==> src/rtl/mem_pkg.sv <==
// rtl/mem_pkg.sv - shared types and constants for the load/store to AXI-Lite bridge
package mem_pkg;

  // Access size as encoded on req_size; encoding 3 is illegal and treated as misaligned
  typedef enum logic [1:0] {
    MEM_BYTE = 2'd0,
    MEM_HALF = 2'd1,
    MEM_WORD = 2'd2
  } mem_size_t;

  typedef enum logic [2:0] {
    IDLE  = 3'd0,
    WRITE = 3'd1,
    WRESP = 3'd2,
    RADDR = 3'd3,
    RDATA = 3'd4,
    RESP  = 3'd5
  } state_t;

  localparam logic [1:0] AXI_RESP_OKAY = 2'b00;

endpackage

==> src/rtl/mem_axil_master_if.sv <==
// rtl/mem_axil_master_if.sv - AXI-Lite channel bundle between the bridge and the SDRAM subsystem
interface mem_axil_master_if #(
  parameter int DATA_WIDTH = 32,
  parameter int ADDR_WIDTH = 16
);

  logic                    awvalid;
  logic                    awready;
  logic [ADDR_WIDTH-1:0]   awaddr;
  logic [2:0]              awprot;

  logic                    wvalid;
  logic                    wready;
  logic [DATA_WIDTH-1:0]   wdata;
  logic [DATA_WIDTH/8-1:0] wstrb;

  logic                    bvalid;
  logic                    bready;
  logic [1:0]              bresp;

  logic                    arvalid;
  logic                    arready;
  logic [ADDR_WIDTH-1:0]   araddr;
  logic [2:0]              arprot;

  logic                    rvalid;
  logic                    rready;
  logic [DATA_WIDTH-1:0]   rdata;
  logic [1:0]              rresp;

  modport master (
    output awvalid, awaddr, awprot, wvalid, wdata, wstrb, bready,
    output arvalid, araddr, arprot, rready,
    input  awready, wready, bvalid, bresp, arready, rvalid, rdata, rresp
  );

  modport slave (
    input  awvalid, awaddr, awprot, wvalid, wdata, wstrb, bready,
    input  arvalid, araddr, arprot, rready,
    output awready, wready, bvalid, bresp, arready, rvalid, rdata, rresp
  );

endinterface

==> src/rtl/mem_lane_align.sv <==
// rtl/mem_lane_align.sv - byte-lane steering, strobe generation, load extension and misalign check
module mem_lane_align
  import mem_pkg::*;
(
  // store side, driven from the live request
  input  logic [1:0]  st_addr_lo,
  input  logic [1:0]  st_size,
  input  logic [31:0] st_data,
  output logic [31:0] wdata,
  output logic [3:0]  wstrb,
  output logic        misalign,
  // load side, driven from the registered request
  input  logic [1:0]  ld_addr_lo,
  input  logic [1:0]  ld_size,
  input  logic        ld_unsigned,
  input  logic [31:0] rdata,
  output logic [31:0] ld_data
);

  logic [15:0] lane;

  // Replicate store data into every lane so the strobe alone selects the target bytes
  always_comb begin
    wdata    = st_data;
    wstrb    = 4'b1111;
    misalign = 1'b0;
    case (mem_size_t'(st_size))
      MEM_BYTE: begin
        wdata = {4{st_data[7:0]}};
        wstrb = 4'b0001 << st_addr_lo;
      end
      MEM_HALF: begin
        wdata    = {2{st_data[15:0]}};
        wstrb    = 4'b0011 << st_addr_lo;
        misalign = st_addr_lo[0];
      end
      MEM_WORD: misalign = (st_addr_lo != 2'b00);
      default:  misalign = 1'b1;
    endcase
  end

  // Shift the addressed lane down to bit 0, then sign- or zero-extend it
  always_comb begin
    lane    = 16'(rdata >> {ld_addr_lo, 3'b000});
    ld_data = rdata;
    case (mem_size_t'(ld_size))
      MEM_BYTE: ld_data = {{24{~ld_unsigned & lane[7]}}, lane[7:0]};
      MEM_HALF: ld_data = {{16{~ld_unsigned & lane[15]}}, lane[15:0]};
      default:  ld_data = rdata;
    endcase
  end

endmodule

==> src/rtl/mem_axil_master.sv <==
// rtl/mem_axil_master.sv - single-outstanding load/store port to AXI-Lite master bridge
module mem_axil_master
  import mem_pkg::*;
#(
  parameter int         C_AXI_DATA_WIDTH = 32,
  parameter int         C_AXI_ADDR_WIDTH = 16,
  parameter logic [2:0] AXI_PROT         = 3'b000
) (
  input  logic        clk,
  input  logic        rst_n,
  input  logic        req_valid,
  output logic        req_ready,
  input  logic        req_we,
  input  logic [31:0] req_addr,
  input  logic [1:0]  req_size,
  input  logic        req_unsigned,
  input  logic [31:0] req_wdata,
  output logic        resp_valid,
  output logic [31:0] resp_rdata,
  output logic        resp_err,
  mem_axil_master_if.master m_axi
);

  localparam int AW = C_AXI_ADDR_WIDTH;
  localparam int SW = C_AXI_DATA_WIDTH / 8;

  state_t                      state_q, state_d;
  logic [AW-1:0]               addr_q;
  logic                        we_q;
  logic [1:0]                  size_q;
  logic                        unsigned_q;
  logic [C_AXI_DATA_WIDTH-1:0] wdata_q;
  logic [SW-1:0]               wstrb_q;
  logic                        awvalid_q, wvalid_q;
  logic [31:0]                 rdata_q;
  logic                        err_q;

  logic [31:0] st_wdata, ld_data;
  logic [3:0]  st_wstrb;
  logic        misalign;
  logic        aw_done, w_done;

  // Address bits above the AXI window are dropped on purpose
  logic unused_addr_hi;
  assign unused_addr_hi = &{1'b0, req_addr[31:AW]};

  mem_lane_align u_align (
    .st_addr_lo (req_addr[1:0]),
    .st_size    (req_size),
    .st_data    (req_wdata),
    .wdata      (st_wdata),
    .wstrb      (st_wstrb),
    .misalign   (misalign),
    .ld_addr_lo (addr_q[1:0]),
    .ld_size    (size_q),
    .ld_unsigned(unsigned_q),
    .rdata      (m_axi.rdata),
    .ld_data    (ld_data)
  );

  // A write channel counts as done once it has handshaken or does so this cycle
  assign aw_done = !awvalid_q || m_axi.awready;
  assign w_done  = !wvalid_q  || m_axi.wready;

  assign m_axi.awvalid = awvalid_q;
  assign m_axi.awaddr  = {addr_q[AW-1:2], 2'b00};
  assign m_axi.awprot  = AXI_PROT;
  assign m_axi.wvalid  = wvalid_q;
  assign m_axi.wdata   = wdata_q;
  assign m_axi.wstrb   = wstrb_q;
  assign m_axi.araddr  = {addr_q[AW-1:2], 2'b00};
  assign m_axi.arprot  = AXI_PROT;
  assign resp_rdata    = rdata_q;
  assign resp_err      = err_q;

  // FSM state register
  always_ff @(posedge clk) begin
    if (!rst_n) state_q <= IDLE;
    else        state_q <= state_d;
  end

  // Next-state logic and state-decoded handshake outputs
  always_comb begin
    state_d       = state_q;
    req_ready     = (state_q == IDLE);
    m_axi.arvalid = (state_q == RADDR);
    m_axi.bready  = (state_q == WRESP);
    m_axi.rready  = (state_q == RDATA);
    resp_valid    = (state_q == RESP);
    case (state_q)
      IDLE: begin
        if (req_valid) begin
          if (misalign)    state_d = RESP;
          else if (req_we) state_d = WRITE;
          else             state_d = RADDR;
        end
      end
      WRITE:   if (aw_done && w_done) state_d = WRESP;
      WRESP:   if (m_axi.bvalid)      state_d = RESP;
      RADDR:   if (m_axi.arready)     state_d = RDATA;
      RDATA:   if (m_axi.rvalid)      state_d = RESP;
      RESP:    state_d = IDLE;
      default: state_d = IDLE;
    endcase
  end

  // Request capture, write-channel valids and response registers
  always_ff @(posedge clk) begin
    if (!rst_n) begin
      addr_q     <= '0;
      we_q       <= 1'b0;
      size_q     <= 2'b00;
      unsigned_q <= 1'b0;
      wdata_q    <= '0;
      wstrb_q    <= '0;
      awvalid_q  <= 1'b0;
      wvalid_q   <= 1'b0;
      rdata_q    <= '0;
      err_q      <= 1'b0;
    end else begin
      case (state_q)
        IDLE: begin
          if (req_valid) begin
            addr_q     <= req_addr[AW-1:0];
            we_q       <= req_we;
            size_q     <= req_size;
            unsigned_q <= req_unsigned;
            wdata_q    <= st_wdata;
            wstrb_q    <= st_wstrb;
            awvalid_q  <= req_we && !misalign;
            wvalid_q   <= req_we && !misalign;
            rdata_q    <= '0;
            err_q      <= misalign;
          end
        end
        WRITE: begin
          if (m_axi.awready) awvalid_q <= 1'b0;
          if (m_axi.wready)  wvalid_q  <= 1'b0;
        end
        WRESP: if (m_axi.bvalid) err_q <= (m_axi.bresp != AXI_RESP_OKAY);
        RDATA: begin
          if (m_axi.rvalid) begin
            rdata_q <= we_q ? 32'h0 : ld_data;
            err_q   <= (m_axi.rresp != AXI_RESP_OKAY);
          end
        end
        default: ;
      endcase
    end
  end

endmodule

==> src/flat_wrapper.sv <==
// flat-port wrapper written by rule: the top's interface ports become plain ports
module mem_axil_master_flat import mem_pkg::*;
#(
  parameter int         C_AXI_DATA_WIDTH = 32,
  parameter int         C_AXI_ADDR_WIDTH = 16,
  parameter logic [2:0] AXI_PROT         = 3'b000
)
  (clk, rst_n, req_valid, req_ready, req_we, req_addr, req_size, req_unsigned, req_wdata, resp_valid, resp_rdata, resp_err, m_axi_awvalid, m_axi_awaddr, m_axi_awprot, m_axi_wvalid, m_axi_wdata, m_axi_wstrb, m_axi_bready, m_axi_arvalid, m_axi_araddr, m_axi_arprot, m_axi_rready, m_axi_awready, m_axi_wready, m_axi_bvalid, m_axi_bresp, m_axi_arready, m_axi_rvalid, m_axi_rdata, m_axi_rresp);
  mem_axil_master_if #(.DATA_WIDTH(32), .ADDR_WIDTH(16)) m_axi_i ();
  input  logic clk;
  input  logic rst_n;
  input  logic req_valid;
  output logic req_ready;
  input  logic req_we;
  input  logic [31:0] req_addr;
  input  logic [1:0] req_size;
  input  logic req_unsigned;
  input  logic [31:0] req_wdata;
  output logic resp_valid;
  output logic [31:0] resp_rdata;
  output logic resp_err;
  output wire logic [$bits(m_axi_i.awvalid)-1:0] m_axi_awvalid;
  output wire logic [$bits(m_axi_i.awaddr)-1:0] m_axi_awaddr;
  output wire logic [$bits(m_axi_i.awprot)-1:0] m_axi_awprot;
  output wire logic [$bits(m_axi_i.wvalid)-1:0] m_axi_wvalid;
  output wire logic [$bits(m_axi_i.wdata)-1:0] m_axi_wdata;
  output wire logic [$bits(m_axi_i.wstrb)-1:0] m_axi_wstrb;
  output wire logic [$bits(m_axi_i.bready)-1:0] m_axi_bready;
  output wire logic [$bits(m_axi_i.arvalid)-1:0] m_axi_arvalid;
  output wire logic [$bits(m_axi_i.araddr)-1:0] m_axi_araddr;
  output wire logic [$bits(m_axi_i.arprot)-1:0] m_axi_arprot;
  output wire logic [$bits(m_axi_i.rready)-1:0] m_axi_rready;
  input wire logic [$bits(m_axi_i.awready)-1:0] m_axi_awready;
  input wire logic [$bits(m_axi_i.wready)-1:0] m_axi_wready;
  input wire logic [$bits(m_axi_i.bvalid)-1:0] m_axi_bvalid;
  input wire logic [$bits(m_axi_i.bresp)-1:0] m_axi_bresp;
  input wire logic [$bits(m_axi_i.arready)-1:0] m_axi_arready;
  input wire logic [$bits(m_axi_i.rvalid)-1:0] m_axi_rvalid;
  input wire logic [$bits(m_axi_i.rdata)-1:0] m_axi_rdata;
  input wire logic [$bits(m_axi_i.rresp)-1:0] m_axi_rresp;
  assign m_axi_awvalid = m_axi_i.awvalid;
  assign m_axi_awaddr = m_axi_i.awaddr;
  assign m_axi_awprot = m_axi_i.awprot;
  assign m_axi_wvalid = m_axi_i.wvalid;
  assign m_axi_wdata = m_axi_i.wdata;
  assign m_axi_wstrb = m_axi_i.wstrb;
  assign m_axi_bready = m_axi_i.bready;
  assign m_axi_arvalid = m_axi_i.arvalid;
  assign m_axi_araddr = m_axi_i.araddr;
  assign m_axi_arprot = m_axi_i.arprot;
  assign m_axi_rready = m_axi_i.rready;
  assign m_axi_i.awready = m_axi_awready;
  assign m_axi_i.wready = m_axi_wready;
  assign m_axi_i.bvalid = m_axi_bvalid;
  assign m_axi_i.bresp = m_axi_bresp;
  assign m_axi_i.arready = m_axi_arready;
  assign m_axi_i.rvalid = m_axi_rvalid;
  assign m_axi_i.rdata = m_axi_rdata;
  assign m_axi_i.rresp = m_axi_rresp;
  mem_axil_master #(.C_AXI_DATA_WIDTH(C_AXI_DATA_WIDTH), .C_AXI_ADDR_WIDTH(C_AXI_ADDR_WIDTH), .AXI_PROT(AXI_PROT)) u_core (.clk(clk), .rst_n(rst_n), .req_valid(req_valid), .req_ready(req_ready), .req_we(req_we), .req_addr(req_addr), .req_size(req_size), .req_unsigned(req_unsigned), .req_wdata(req_wdata), .resp_valid(resp_valid), .resp_rdata(resp_rdata), .resp_err(resp_err), .m_axi(m_axi_i));
endmodule
==> config.mk <==
export PLATFORM = sky130hd
export DESIGN_NAME = mem_axil_master_flat
export DESIGN_NICKNAME = d
export VERILOG_FILES = /design/src/rtl/mem_pkg.sv /design/src/rtl/mem_axil_master_if.sv /design/src/rtl/mem_lane_align.sv /design/src/rtl/mem_axil_master.sv /design/src/flat_wrapper.sv
export SDC_FILE = /design/constraint.sdc
export NUM_CORES = 1
export LEC_CHECK = 0
export ABC_AREA = 1
export BUFFER_PORTS_ARGS = -buffer_cell sky130_fd_sc_hd__buf_2
export CAP_MARGIN = 5
export CORE_MARGIN = 10
export CORE_UTILIZATION = 47
export CTS_CLUSTER_DIAMETER = 30
export DETAILED_ROUTE_END_ITERATION = 8
export PLACE_DENSITY_LB_ADDON = 0.2
export SLEW_MARGIN = 20
export SYNTH_ARGS = -nofsm -noshare
export SYNTH_HDL_FRONTEND = slang
export SYNTH_SLANG_ARGS = --single-unit
==> constraint.sdc <==
create_clock -name clk -period 1.9 [get_ports clk]
set_input_delay 0.38 -clock clk [delete_from_list [all_inputs] [get_ports clk]]
set_output_delay 0.38 -clock clk [all_outputs]
set_load 0.02 [all_outputs]
---- Word-level counts from Yosys, hierarchy flattened ----
Cells that the tools add are included.
W data, S select, Z words.
storage, ports and cells
  logic and storage cells ................. 79
  output and inout port bits .............. 114
  bits in registers ....................... 94
  input port bits ......................... 112
operators by class
  equality and inequality tests ........... 15
  reduce and logical (&&, ||, !) cells .... 22
  multiplexer cells ....................... 25
  shift operators ......................... 3
  bitwise logic cells ..................... 3
operators by type and width
  operator               count
  $pmux W32 S2           3
  $mux W32               3
  $shr A32 B5 Y16        1
  $mux W3                6
  $pmux W3 S5            1
  $reduce_bool A2 Y1     5
  $reduce_and A3 Y1      3
  $ne A2 B1 Y1 const B   4
  $pmux W4 S2            1
  $eq A3 B2 Y1 const B   2
  $eq A3 B3 Y1 const B   2
  $mux W1                6
  $ne A2 B2 Y1 const B   3
  $pmux W1 S3            2
  $reduce_and A5 Y1      1
  $eq A2 B1 Y1 const B   2
  $logic_not A2 Y1       2
  $pmux W1 S2            2
  $reduce_and A4 Y1      1
  $shl A1 B2 Y4 const A  1
  $shl A2 B2 Y4 const A  1
  $eq A3 B1 Y1 const B   1
  $logic_not A1 Y1       3
  $logic_not A3 Y1       1
  8 further kinds        11

---- Logic depth before layout (Yosys ltp) ----
  word-level depth ........................ 6
  gate-level depth with buffers ........... 10
  gate-level depth less buffers ........... 9

---- Modules after synthesis ----
A second synthesis with hierarchy kept.
unflattened totals
  cell total of the unflattened synthesis .. 775
  area total of the unflattened synthesis .. 5,132.4 sq um
modules (own cells, without submodules)
  module           area an instance (sq um)  cells an instance  times used
  mem_axil_master  3,892.5                   511                1
  mem_lane_align   1,239.9                   264                1

---- Worst setup path after synthesis ----
Ideal clock, no wire load.
  path kind ............................... register to register
  start point ............................. reg u_core.state_q[0]
  end point ............................... reg u_core.state_q[0]
  data required time ...................... 1.830 ns
  arrival time ............................ 1.467 ns
  slack ................................... 0.363 ns
  setup time .............................. 0.070 ns
  cell stages (with the launch flop) ...... 7
  path through ............................ dfxtp_1 > inv_1 > nor3_1 > nand2_1 > nand2_1 > nand2_1 > a21oi_1
between the ends
  longest elaborated chain between the ends .. 3
  elaborated cells on any way between the ends .. 12
ends and longest elaborated chain
  what                                line                   text
  from (decl)                         mem_axil_master.sv:27  state_t state_q, state_d;
  from (signal assigned)              mem_axil_master.sv:79  else state_q <= state_d;
  $eq A3 B2 Y1 (*)                    n/a
  named net m_axi_arvalid             flat_wrapper.sv:29     output wire logic [$bits(m_axi_i.arvalid)-1:0] m_axi_arvalid;
  $ne A2 B1 Y1 (no source line)       n/a
  $reduce_and A5 Y1 (no source line)  n/a
The timed path passes the listed nets; every way through them passes the cells marked *.
A chain may end at the register's enable or synchronous reset.

---- Worst setup path in the final report ----
  start point ............................. reg u_core.state_q[2]
  end point ............................... reg u_core.rdata_q[22], in the netlist u_core.resp_rdata[22]
between the ends
  longest elaborated chain between the ends .. 3
  elaborated cells on any way between the ends .. 7
ends and longest elaborated chain
  what                                                         line                    text
  $eq A3 B3 Y1 / $logic_not A3 Y1 (equally long branches)      mem_axil_master.sv:121  case (state_q)
  $ne A2 B1 Y1 (no source line), or another cell as far along  n/a
  $reduce_and A3 Y1 (no source line)                           n/a
  to (signal assigned)                                         mem_axil_master.sv:143  rdata_q <= we_q ? 32'h0 : ld_data;
  to (decl)                                                    mem_axil_master.sv:35   logic [31:0] rdata_q;
Parallel ways exist; a longest one is shown, timed or not.

==> flow_metrics.tcl <==
set metrics [dict create \
    reg2reg_slack_ps 190 \
    synth-seq-area-share 0.400 \
    dp_slack_ps 41.6 \
    rows 36 \
    fin_cells 1000 \
    crit_path_end_kind "flop" \
    viasPerCell 5.10 \
    worstSkewPairLatency_ps 370 \
    drv_slew 0 \
    clockBufferDepth 2 \
    cp_max_fo 33 \
    synthMuxAreaShare 0 \
    cp-start-kind "flop" \
    die_w_um 120 \
    path_class "flop to flop" \
    fill_cells 1013 \
    synthFlopType "dfxtp_1" \
    clkTransAtPathRegs_ps 90 \
    synth_edf_count 0 \
    die_area_um2 14400 \
    min_from "req_addr[13]" \
    overflow 0 \
    min_period_ps 1710 \
    leakage_nw 2.98 \
    worst_slew_pin_slew_ps 518 \
    fmax_mhz 583 \
    power.density_nw_per_um2 1420 \
    fin_crit_sh 0.902 \
    synth_warnings 0 \
    crit_slowest_cell "dfxtp_1" \
    synth_simple_gate_area_frac 0.251 \
    drc 0 \
    status "complete, no violations" \
    num_vias 5104 \
    peakVddDrop_v 0.000734 \
    nets 974 \
    drtPass1Iterations 5 \
    tns_ps 0 \
    hold_class "input port to flop" \
    wl_mm 16.0 \
    cts_buffers 9 \
    io_pins 226 \
    yosys.area_share.adder 0 \
    die_h_um 120 \
    gp_congestion 0.929 \
    maxSlewHeadroom 0.654 \
    cts_max_level 3 \
    utilization 0.598 \
    grt_antenna_before_repair 2 \
    finalHoldViolCount 0 \
    cpPeakStageDelay_ps 430 \
    min_to "u_core.addr_q[13]" \
    antenna_left 0 \
    finClkSkew_ps 4.56 \
    track_usage 0.216 \
    critPathArrivalTime_ps 2010 \
    drt_iter0_drc 358 \
    final_cell_mix "buf_2 (199), nand2_1 (155), dfxtp_1 (94), nor2_1 (91), a21oi_1 (76)" \
    hold_buffers 0 \
    core_area_um2 9770 \
    portBuffers 199 \
    synth_cell_types 30 \
    cts_sinks 94 \
    netlist_area_um2 4700 \
    maxCapViolCount 0 \
    placedCellCount 981 \
    grt_pass1_wl_mm 25.9 \
    synth-xor-area-share 0 \
    synth_compound_area_frac 0.203 \
    wire_per_inst_um 16.0 \
    drive_above_1_share 0.286 \
    synth_seq_cells 94 \
    regArea_um2 1880 \
    crit_chain "inv_1, nand2_1, nor2_4, buf_4, a21oi_2, buf_4, nand2_1, a21oi_1" \
    rsz0062_at_grt "no" \
    initial_core_util 0.481 \
    synth_cells 697 \
    grt_max_degree 51 \
    avgSynthCellArea_um2 6.74 \
    fin_ws_ps 186 \
    synth_top_family_by_area "simple AND/OR/NAND/NOR gates" \
    critPathRequiredTime_ps 2190 \
    grt_pass1_vias 5123 \
    cts.root.buffer_cell "clkbuf_8" \
    reg2reg_from "u_core.state_q[2]" \
    synth-async-reset-ratio 0 \
    final_common_cell "buf_2" \
    multi_input_area_um2 2180 \
    finalSetupViolCount 0 \
    cts_tree "yes" \
    dp_hpwl_mm 12.4 \
    synthToLayoutAreaGrowth_pct 24.2 \
    r2r_cells 8 \
    hold_path_depth 3 \
    reg2reg_to "u_core.resp_rdata[22]" \
]
[metrics by stage]
stage / hold WS, ps / total power [mW] / area [um^2]
finish: 229 / 8.27 / 5840
CTS: 225 / 8.24 / 5800
floorplan: 455 / 5.77 / 4730
global route: 230 / 8.90 / 5840
global placement: 451 / 6.66 / 5580
detailed placement: 453 / 6.74 / 5580
[state kept, by name, indices dropped and copies added, names as in the netlist]
signal	flops
u_core.addr_q	16
u_core.size_q	2
u_core.unsigned_q	1
u_core.we_q	1
u_core.resp_rdata	32
u_core.m_axi.wdata	32
u_core.state_q	3
u_core.m_axi.awvalid	1
u_core.resp_err	1
u_core.m_axi.wvalid	1
u_core.m_axi.wstrb	4
[worst max-delay path by stage]
stage | slack, ps | start | end
2_1_floorplan | 360 | u_core.state_q[0] | u_core.state_q[0]
4_1_cts | 30 | u_core.state_q[2] | u_core.m_axi.wvalid
5_1_grt | 60 | u_core.addr_q[1] | u_core.resp_rdata[28]
3_3_place_gp | 140 | u_core.state_q[1] | u_core.m_axi.awvalid
6_report | 190 | u_core.state_q[2] | u_core.resp_rdata[22]
3_5_place_dp | 40 | u_core.state_q[2] | u_core.m_axi.wvalid
[cell type report]
type                            count  share of cell area
Tap cell                          133              0.0285
Multi-Input combinational cell    480               0.374
Inverter                           59              0.0383
Timing Repair Buffer              218               0.199
Clock inverter                      5              0.0141
Clock buffer                       10              0.0236
Sequential cell                    94               0.322
Antenna cell                        1            0.000428
[metal layers]
layer | track usage | wire length [um] | up-vias
met1 | 0.247 | 6510 | 2346
li1 | - | - | 2554
met3 | 0.0764 | 1410 | 19
met2 | 0.370 | 7810 | 185
met4 | 0.0664 | 233 | 0
met5 | 0 | 0 | -
[cells in the mapped netlist (7+ instances only)]
cell type | instances | area [um^2]
buf_2 | 13 | 65.1
clkbuf_1 | 16 | 60.1
nand3_1 | 29 | 145
buf_4 | 41 | 308
nor3_1 | 10 | 50.1
o21ai_0 | 57 | 285
inv_2 | 7 | 26.3
dfxtp_1 | 94 | 1880
a31oi_1 | 8 | 50.1
o21ai_1 | 14 | 70.1
a21oi_1 | 76 | 380
inv_1 | 50 | 188
nor2_1 | 91 | 342
nand2_1 | 155 | 582
[kinds of logic (layout without fill, tap and decap cells)]
family          count (synthesis)  count (layout)
buf+inv                       132             292
compound gates                178             178
simple gates                  292             292
other cells                     1              11
flops                          94              94
[worst max-delay path: cells and delay by family, from the launching register on]
family	cells	cell delay, ps
flip-flops	1	430
buffers and inverters	3	580
AO/OA/AOI/OAI	2	270
AND/OR/NAND/NOR	3	360
[power breakdown]
| group | total, mW | leakage, nW | internal [mW] | switching (mW) |
|---|---|---|---|---|
| combinational | 4.00 | 2.10 | 1.28 | 2.73 |
| sequential | 2.78 | 0.770 | 2.47 | 0.313 |
| clock | 1.49 | 0.113 | 0.775 | 0.710 |
[what timing repair did]
action | 4_1_cts | 5_1_grt
setup endpoints to repair | 0 | 6
gates resized for setup | 0 | 3
setup buffers | 0 | 3
Note: power is estimated with default switching activity, not from simulation.
